**src/rtl/reg_arb_pkg.sv**
```systemverilog
// Shared types and helpers for the round-robin register write arbiter.
package reg_arb_pkg;

    typedef enum logic {ARB_IDLE = 1'b0, ARB_COOL = 1'b1} arb_state_t;

    // Width needed to index n items, never less than one bit.
    function automatic int clog2_min1(input int n);
        return (n <= 2) ? 1 : $clog2(n);
    endfunction

endpackage

```
**src/rtl/reg_write_arbiter_rr_picker.sv**
```systemverilog
// Combinational round-robin picker: first valid request at or above ptr, wrapping.
module rr_picker
    import reg_arb_pkg::*;
#(
    parameter int NUM_REQ = 4,
    parameter int IDX_W   = clog2_min1(NUM_REQ)
) (
    input  logic [NUM_REQ-1:0] req,
    input  logic [IDX_W-1:0]   ptr,
    output logic [NUM_REQ-1:0] grant,
    output logic [IDX_W-1:0]   idx,
    output logic               any_valid
);

    always_comb begin
        int c;
        grant     = '0;
        idx       = '0;
        any_valid = 1'b0;
        c         = 0;
        // Walk the rotated request vector; wrap explicitly so non-power-of-2 counts work.
        for (int k = 0; k < NUM_REQ; k++) begin
            c = int'(ptr) + k;
            if (c >= NUM_REQ) c = c - NUM_REQ;
            if (!any_valid && req[c]) begin
                any_valid = 1'b1;
                idx       = IDX_W'(c);
                grant[c]  = 1'b1;
            end
        end
    end

endmodule

```
**src/rtl/reg_write_arbiter.sv**
```systemverilog
// Owns a shared register and grants one write at a time, round-robin,
// followed by a fixed cooldown window.
module reg_write_arbiter
    import reg_arb_pkg::*;
#(
    parameter int                NUM_REQ   = 4,
    parameter int                DATA_W    = 8,
    parameter int                COOLDOWN  = 2,
    parameter logic [DATA_W-1:0] RESET_VAL = '0
) (
    input  logic                         clk,
    input  logic                         rst_n,
    input  logic [NUM_REQ-1:0]           req_valid,
    input  logic [NUM_REQ*DATA_W-1:0]    req_data,
    output logic [NUM_REQ-1:0]           req_ready,
    output logic [DATA_W-1:0]            data_out,
    output logic                         wr_strobe,
    output logic [$clog2(NUM_REQ)-1:0]   wr_owner,
    output logic                         busy
);

    localparam int IDX_W = clog2_min1(NUM_REQ);
    localparam int CNT_W = clog2_min1(COOLDOWN + 1);
    localparam logic [CNT_W-1:0] CNT_LOAD = (COOLDOWN > 0) ? CNT_W'(COOLDOWN - 1) : '0;

    arb_state_t          state, state_d;
    logic [CNT_W-1:0]    cnt, cnt_d;
    logic [IDX_W-1:0]    ptr, ptr_d;
    logic [DATA_W-1:0]   data_d;
    logic [IDX_W-1:0]    owner_d;
    logic                strobe_d;
    logic [NUM_REQ-1:0]  grant;
    logic [IDX_W-1:0]    win_idx;
    logic                any_valid;

    rr_picker #(
        .NUM_REQ (NUM_REQ),
        .IDX_W   (IDX_W)
    ) u_picker (
        .req       (req_valid),
        .ptr       (ptr),
        .grant     (grant),
        .idx       (win_idx),
        .any_valid (any_valid)
    );

    // Ready is masked by rst_n so no grant is offered while reset is held.
    assign req_ready = (state == ARB_IDLE && rst_n) ? grant : '0;
    assign busy      = (state == ARB_COOL);

    always_comb begin
        state_d  = state;
        cnt_d    = cnt;
        ptr_d    = ptr;
        data_d   = data_out;
        owner_d  = wr_owner;
        strobe_d = 1'b0;
        case (state)
            ARB_IDLE: begin
                if (any_valid) begin
                    data_d   = req_data[win_idx*DATA_W +: DATA_W];
                    strobe_d = 1'b1;
                    owner_d  = win_idx;
                    ptr_d    = (win_idx == IDX_W'(NUM_REQ - 1)) ? '0 : win_idx + 1'b1;
                    if (COOLDOWN > 0) begin
                        state_d = ARB_COOL;
                        cnt_d   = CNT_LOAD;
                    end
                end
            end
            ARB_COOL: begin
                if (cnt == '0) state_d = ARB_IDLE;
                else           cnt_d   = cnt - 1'b1;
            end
            default: state_d = ARB_IDLE;
        endcase
    end

    always_ff @(posedge clk or negedge rst_n) begin
        if (!rst_n) begin
            state     <= ARB_IDLE;
            cnt       <= '0;
            ptr       <= '0;
            data_out  <= RESET_VAL;
            wr_strobe <= 1'b0;
            wr_owner  <= '0;
        end else begin
            state     <= state_d;
            cnt       <= cnt_d;
            ptr       <= ptr_d;
            data_out  <= data_d;
            wr_strobe <= strobe_d;
            wr_owner  <= owner_d;
        end
    end

endmodule
```
**config.mk**
```make
export PLATFORM = sky130hd
export DESIGN_NAME = reg_write_arbiter
export DESIGN_NICKNAME = d
export VERILOG_FILES = /design/src/rtl/reg_arb_pkg.sv /design/src/rtl/reg_write_arbiter_rr_picker.sv /design/src/rtl/reg_write_arbiter.sv
export SDC_FILE = /design/constraint.sdc
export NUM_CORES = 1
export LEC_CHECK = 0
export CAP_MARGIN = 20
export CORE_MARGIN = 5
export CORE_UTILIZATION = 44
export DETAILED_ROUTE_END_ITERATION = 10
export HOLD_SLACK_MARGIN = 0.1
export PLACE_DENSITY_LB_ADDON = 0.2
export SLEW_MARGIN = 30
export SYNTH_ARGS = -nofsm -noshare
export SYNTH_HDL_FRONTEND = slang
export SYNTH_HIERARCHICAL = 1
export SYNTH_SLANG_ARGS = --single-unit
```
**constraint.sdc**
```tcl
create_clock -name clk -period 3.2 [get_ports clk]
set_input_delay 0.64 -clock clk [delete_from_list [all_inputs] [get_ports clk]]
set_output_delay 0.64 -clock clk [all_outputs]
set_load 0.02 [all_outputs]
```
==> flow_summary.yaml, run 1 <==
outcome:
  outcome: "complete, no violations"
timing:
  finalHoldViolations: 0
  fin_worst_skew_ns: 0.00126
  slew_violations: 0
  post-route-min-period_ns: 3.02
  tightest_slew_ns: 0.343
  fin_crit_sh: 0.945
  setup_violations: 0
  fmax_mhz: 331
  slew_headroom: 0.768
logic_synthesis:
  synth_nets: 178
  synth_warnings: 6
  yosysTopAreaCell: "dfrtp_1"
  synth_seq_cells: 16
  yosys-top-cells-area: "dfrtp_1, mux2i_1, ha_1"
  yosys.cell_types.count: 33
  syn_area_mm2: 0.00141
  synth_top_area_frac: 0.285
  netlist_instances: 130
  seq_area_frac_synth: 0.285
  syn_avg_cell_area_um2: 10.8
detailed_routing:
  finalWirelength_mm: 3.86
  route.detailed.wl_per_inst_um: 15.8
  viasPerCell: 5.41
  antenna_left: 0
  num_vias: 1326
  drc: 0
  dr.first_iter.drc_count: 49
  drt_pass1_iterations: 4
floorplanning:
  die_width_um: 66.5
  ioPinCount: 54
  initial_utilization: 0.461
  die_y_um: 66.5
  row_count: 20
  dieArea_mm2: 0.00443
  core_mm2: 0.00305
setup_path:
  criticalPathCategory: "flip-flop to output port"
  crit_chain: "inv_1 -> ha_1 -> mux4_2 -> buf_4 -> buf_4 -> a22oi_1 -> o21ai_0 -> and2_1 -> buf_2"
  r2r_start: "ptr[1]$_DFFE_PN0P_"
  critPathMaxStageDelay_ns: 0.42
  r2r_setup_slack_ns: 0.28
  required_ns: 2.56
  crit_arrival_ns: 2.38
  slowest_stage: "dfrtp_2"
  cp_common_cell: "buf_4"
  reg2reg_to: "data_out[5]$_DFFE_PN0P_"
  critPathMaxFanout: 8
  rr_worst_depth: 10
  crit_path_end_kind: "output port"
  startpoint_type: "flip-flop"
cts:
  clk_path_buf_depth: 2
  cts.sinks: 16
  cts.clk_slew.worst_paths_ns: 0.10
  worstSkewPairLatency_ns: 0.28
  clockRootBuffer: "clkbuf_4"
  cts_tree: "built"
  cts_max_level: 1
  cts_buffers: 3
placement:
  portBuffers: 53
  dp_hpwl_mm: 3.12
  placed_cells: 236
  gp_congestion: 0.800
cells_and_area:
  layout_commonest_cell: "clkdlybuf4s50_1"
  final_cell_mix: "clkdlybuf4s50_1, buf_4, nand2_1"
  num_antenna_cells: 0
  fill_cells: 262
  stdcell_count: 245
  fin_nets: 250
  area_delta_synth_final_pct: 49.4
  layout-drive-gt1-share: 0.249
hold_path:
  min_to: "data_out[7]$_DFFE_PN0P_"
  hold_depth: 2
  worstHoldStart: "data_out[7]$_DFFE_PN0P_"
  hold_class: "flip-flop to flip-flop"
power:
  total_power_uw: 2310
  power_density_mw_per_mm2: 1100
  ir_worst_vdd_v: 0.000572
  p_leak_uw: 0.000946
grt:
  antenna_found_initial: 0
  grt_pass1_vias: 1416
  grtUsageTotal: 0.187
  grt_overflow: 0
  grt_max_degree: 18
  grt_pass1_wl_mm: 6.34
job:
  maxCapViolCount: 0
==> final cells by class <==
type                    instances  area [um2]  area share
clock buffers                   4        36.3      0.0173
flip-flops and latches         16         402       0.191
inverters                       8        35.0      0.0167
repair buffers                 74         678       0.323
multi-input cells              99         895       0.426
well taps                      44        55.1      0.0262
==> what timing repair did <==
item,4_1_cts,5_1_grt
pin swaps,1,1
buffers inserted,2,3
hold buffers,0,0
setup endpoints to repair,4,4
resized for setup,24,1
==> power by group <==
part,switching [uW],total [uW],leakage [uW],internal (uW)
registers,62.3,371,0.000194,309
logic,910,1800,0.000731,893
clock network,65.7,135,0.0000210,69.2
==> how the worst max path moves through the flow <==
stage	slack [ns]	start	endpoint	depth (start not counted)
finish	0.18	ptr[1]$_DFFE_PN0P_	req_ready[3]	9
global route	-0.006	ptr[0]$_DFFE_PN0P_	req_ready[0]	9
CTS	0.03	ptr[1]$_DFFE_PN0P_	req_ready[2]	9
detailed placement	-0.53	req_valid[0]	req_ready[2]	7
global placement	-0.41	req_valid[2]	req_ready[1]	7
floorplan	0.39	ptr[0]$_DFFE_PN0P_	req_ready[0]	9
==> routing by layer <==
metal | routed length (um) | up-vias | GRT usage
met5 | 0 | - | 0
met1 | 1390 | 650 | 0.190
met4 | 53 | 0 | 0.0482
met2 | 2210 | 43 | 0.364
met3 | 207 | 6 | 0.0540
li1 | - | 627 | -
==> critical path: cells and delay by family, from the launching register on <==
| kind | cells | cell delay, ns |
|---|---|---|
| adders and majority gates | 1 | 0.36 |
| DFF | 1 | 0.42 |
| and+or+nand+nor | 1 | 0.13 |
| buffers and inverters | 4 | 0.53 |
| muxes | 1 | 0.38 |
| AOI/OAI and AO/OA | 2 | 0.28 |
==> stage by stage <==
stage / cell area (um2) / setup TNS, ns / setup slack (ns) / util / hold WS (ns)
2_1_floorplan: 1410 / 0 / 0.393 / - / 0.344
5_1_grt: 2100 / -0.00578 / -0.00578 / 0.688 / 0.529
6_report: 2100 / 0 / 0.175 / 0.688 / 0.504
3_5_place_dp: 2060 / -2.06 / -0.531 / 0.675 / 0.483
3_3_place_gp: 2060 / -1.65 / -0.413 / 0.675 / 0.460
4_1_cts: 2080 / 0 / 0.0274 / 0.680 / 0.506
==> sequential cells by signal, indices dropped and copies added (netlist names) <==
| name | count |
|---|---|
| busy | 1 |
| ptr | 2 |
| wr_owner | 2 |
| data_out | 8 |
| cnt | 2 |
| wr_strobe | 1 |
==> synthesized netlist by cell type, drive strengths merged <==
cell type  instances
a22oi              8
inv                8
nor3               1
ha                10
o21ai              6
mux2i             17
o31ai              3
nand2             20
o311ai             1
nor4               1
and2b              1
o22a               1
buf                6
nor2b              2
a32o               1
a21oi              1
nand2b             3
nor4b              1
mux2               2
and2               4
a211o              1
clkbuf             1
o211ai             1
mux4               4
dfrtp             16
nor2               2
o221ai             8
==> kinds of logic (layout without fill, tap and decap cells) <==
logic type / Yosys count / after routing / share of synthesized area
AOI/OAI and AO/OA: 31 / 31 / 0.200
and+or+nand+nor: 35 / 35 / 0.146
DFF: 16 / 16 / 0.285
buffers and inverters: 15 / 86 / 0.0712
muxes: 23 / 23 / 0.209
adders and majority gates: 10 / 10 / 0.0890
Power figures use the tool's default switching activity.
==> run 2, diff against run 1 <==
--- a/config.mk
+++ b/config.mk
@@ -9,6 +9,7 @@
 export CORE_MARGIN = 5
 export CORE_UTILIZATION = 44
 export DETAILED_ROUTE_END_ITERATION = 10
+export GPL_ROUTABILITY_DRIVEN = 0
 export HOLD_SLACK_MARGIN = 0.1
 export PLACE_DENSITY_LB_ADDON = 0.2
 export SLEW_MARGIN = 30
@@ -16,3 +17,4 @@
 export SYNTH_HDL_FRONTEND = slang
 export SYNTH_HIERARCHICAL = 1
 export SYNTH_SLANG_ARGS = --single-unit
+export TNS_END_PERCENT = 10
==> results of run 2 <==
No change in the layout: final DEF, timing and power equal those of run 1.
==> RTL edit (settings of run 1) <==
The parameter `COOLDOWN` goes from 2 to 1.
--- a/src/rtl/reg_write_arbiter.sv
+++ b/src/rtl/reg_write_arbiter.sv
@@ -7,3 +7,3 @@
     parameter int                DATA_W    = 8,
-    parameter int                COOLDOWN  = 2,
+    parameter int                COOLDOWN  = 1,
     parameter logic [DATA_W-1:0] RESET_VAL = '0
Behaviour: not the same (a bounded check fails within 4 cycles, from zero or initial values and one cycle with rst_n low).
==> RTL edit against run 1 <==
Setup slack worse by 63 ps. Final area down 10%. Routed wire length down 19%. Final cell count down 21%. Total power down 7.1%. Sequential cell count down 3. Clock power down 26%. Synthesized area down 16%. Clock skew up 6.7 ps. Via count down 20%. Count of clock-buffer cells in the layout down 1.
==> RTL edit: results (changes against run 1) <==
status completed; non-clk buf share 0.357 (+0.0346); Area after DPL 0.00183 mm2 (-11%); Slowest-stage cell, CP mux4_2; top post-synthesis cells by count 13 x dfrtp_1, 13 x mux2_2, 9 x ha_1, 9 x mux4_2, 8 x a22oi_1; GRT Total Usage 0.173 (-0.0134); largest net degree at the start of global routing 14 (-4); CP max FO 6 (-2); Leakage 0.787 nW (-17%); Seq area share 0.173 (-0.0181); Post-Layout Cell Count 193 (-21%); CTS clk-pin slew, worst paths 70 ps (-30 ps); Worst Hold Path Cells 1 (-1); area delta synth->final 59.1%; vias in the first global route 1113 (-21%); #MultiIn Comb 69 (-30%); gpl congestion 0.797 (-0.35%); DP Wirelength 2540 um (-19%); register area share after synthesis 0.274 (-0.0104); Synth area leaders dfrtp_1 27%, mux4_2 17%, mux2_2 12%; wire per inst 16.3 um (+3.4%); RR Endpoint data_out[7]; Final nets 211 (-16%); drt via density 5.51 (+1.9%); met2 Use GR 0.311 (-0.0534); DR iter-0 viols 36 (-27%); area used by multi-input combinational logic 806 um2 (-9.9%); Avg Inst Size Synth 12.8 um2 (+18%); slew margin rel. 0.562 (-0.206); Peak VDD IR 0.794 mV (+39%); DP Cell Count 184 (-22%); Worst Hold Endpoint data_out[7]; die area 0.00383 mm2 (-13%); Layout Skew 7.91 ps (+6.65 ps); met3 GRT Util 0.0579 (+0.00389); CP max stage delay 530 ps (+110 ps); hold_ws 513 ps (+9.16 ps); layout cells sized above 1 0.374 (+0.125); nonclk inv count 4 (-4); hold crit path type reg -> reg; Non-CTS buffers 73 (-1.4%); Worst Reg-to-Reg Cells 11 (+1); Syn Nets 140 (-21%); #FFs+latches synth 13 (-3)
RTL edit: cell families (layout without fill, tap and decap cells):
logic type,count (synthesis),count (layout),synth area share
DFF,13,13,0.274
buffers and inverters,11,81,0.0580
muxes,27,27,0.382
adders and majority gates,9,9,0.0949
AOI/OAI and AO/OA,18,18,0.104
and+or+nand+nor,15,15,0.0865
RTL edit: metrics by stage:
stage                     TNS (ps)  power [mW]  worst slack, ps
final                            0        2.15              112
after global routing             0        2.31            0.698
after CTS                        0        2.11             30.3
after detailed placement     -4590        1.99             -581
after global placement       -4120        1.93             -430
after floorplan                  0        1.45              258
RTL edit: worst max-delay path, delay by kind of cell:
kind,cells,cell delay (ps)
buffers and inverters,3,690
multiplexers,1,530
AND/OR/NAND/NOR,2,440
AO/OA/AOI/OAI,2,130
RTL edit: worst max path at each step:
stage / cells after the start / endpoint / startpoint
floorplan: 10 / data_out[6] / ptr[0]
global placement: 7 / req_ready[2] / req_valid[3]
detailed placement: 7 / req_ready[3] / req_valid[2]
CTS: 9 / req_ready[2] / ptr[1]
global route: 8 / req_ready[2] / req_valid[3]
finish: 8 / req_ready[2] / req_valid[3]
RTL edit: where the power goes:
part	internal [mW]	total (mW)	switching, mW
clock network	0.0464	0.0994	0.0530
logic	0.969	1.73	0.759
registers	0.262	0.318	0.0555
RTL edit: what timing repair did:
| item | in CTS | in global routing |
|---|---|---|
| gates resized for setup | 20 | 5 |
| setup buffers | 2 | 3 |
| endpoints found under the setup margin | 4 | 4 |
| hold buffers | 0 | 0 |
| pin swaps | 1 | 1 |
RTL edit: layer usage:
metal  up-vias  share of wire
met5         -              0
met4         0          0.015
met3         8          0.065
met2        43           0.55
met1       510           0.37
li1        503              -
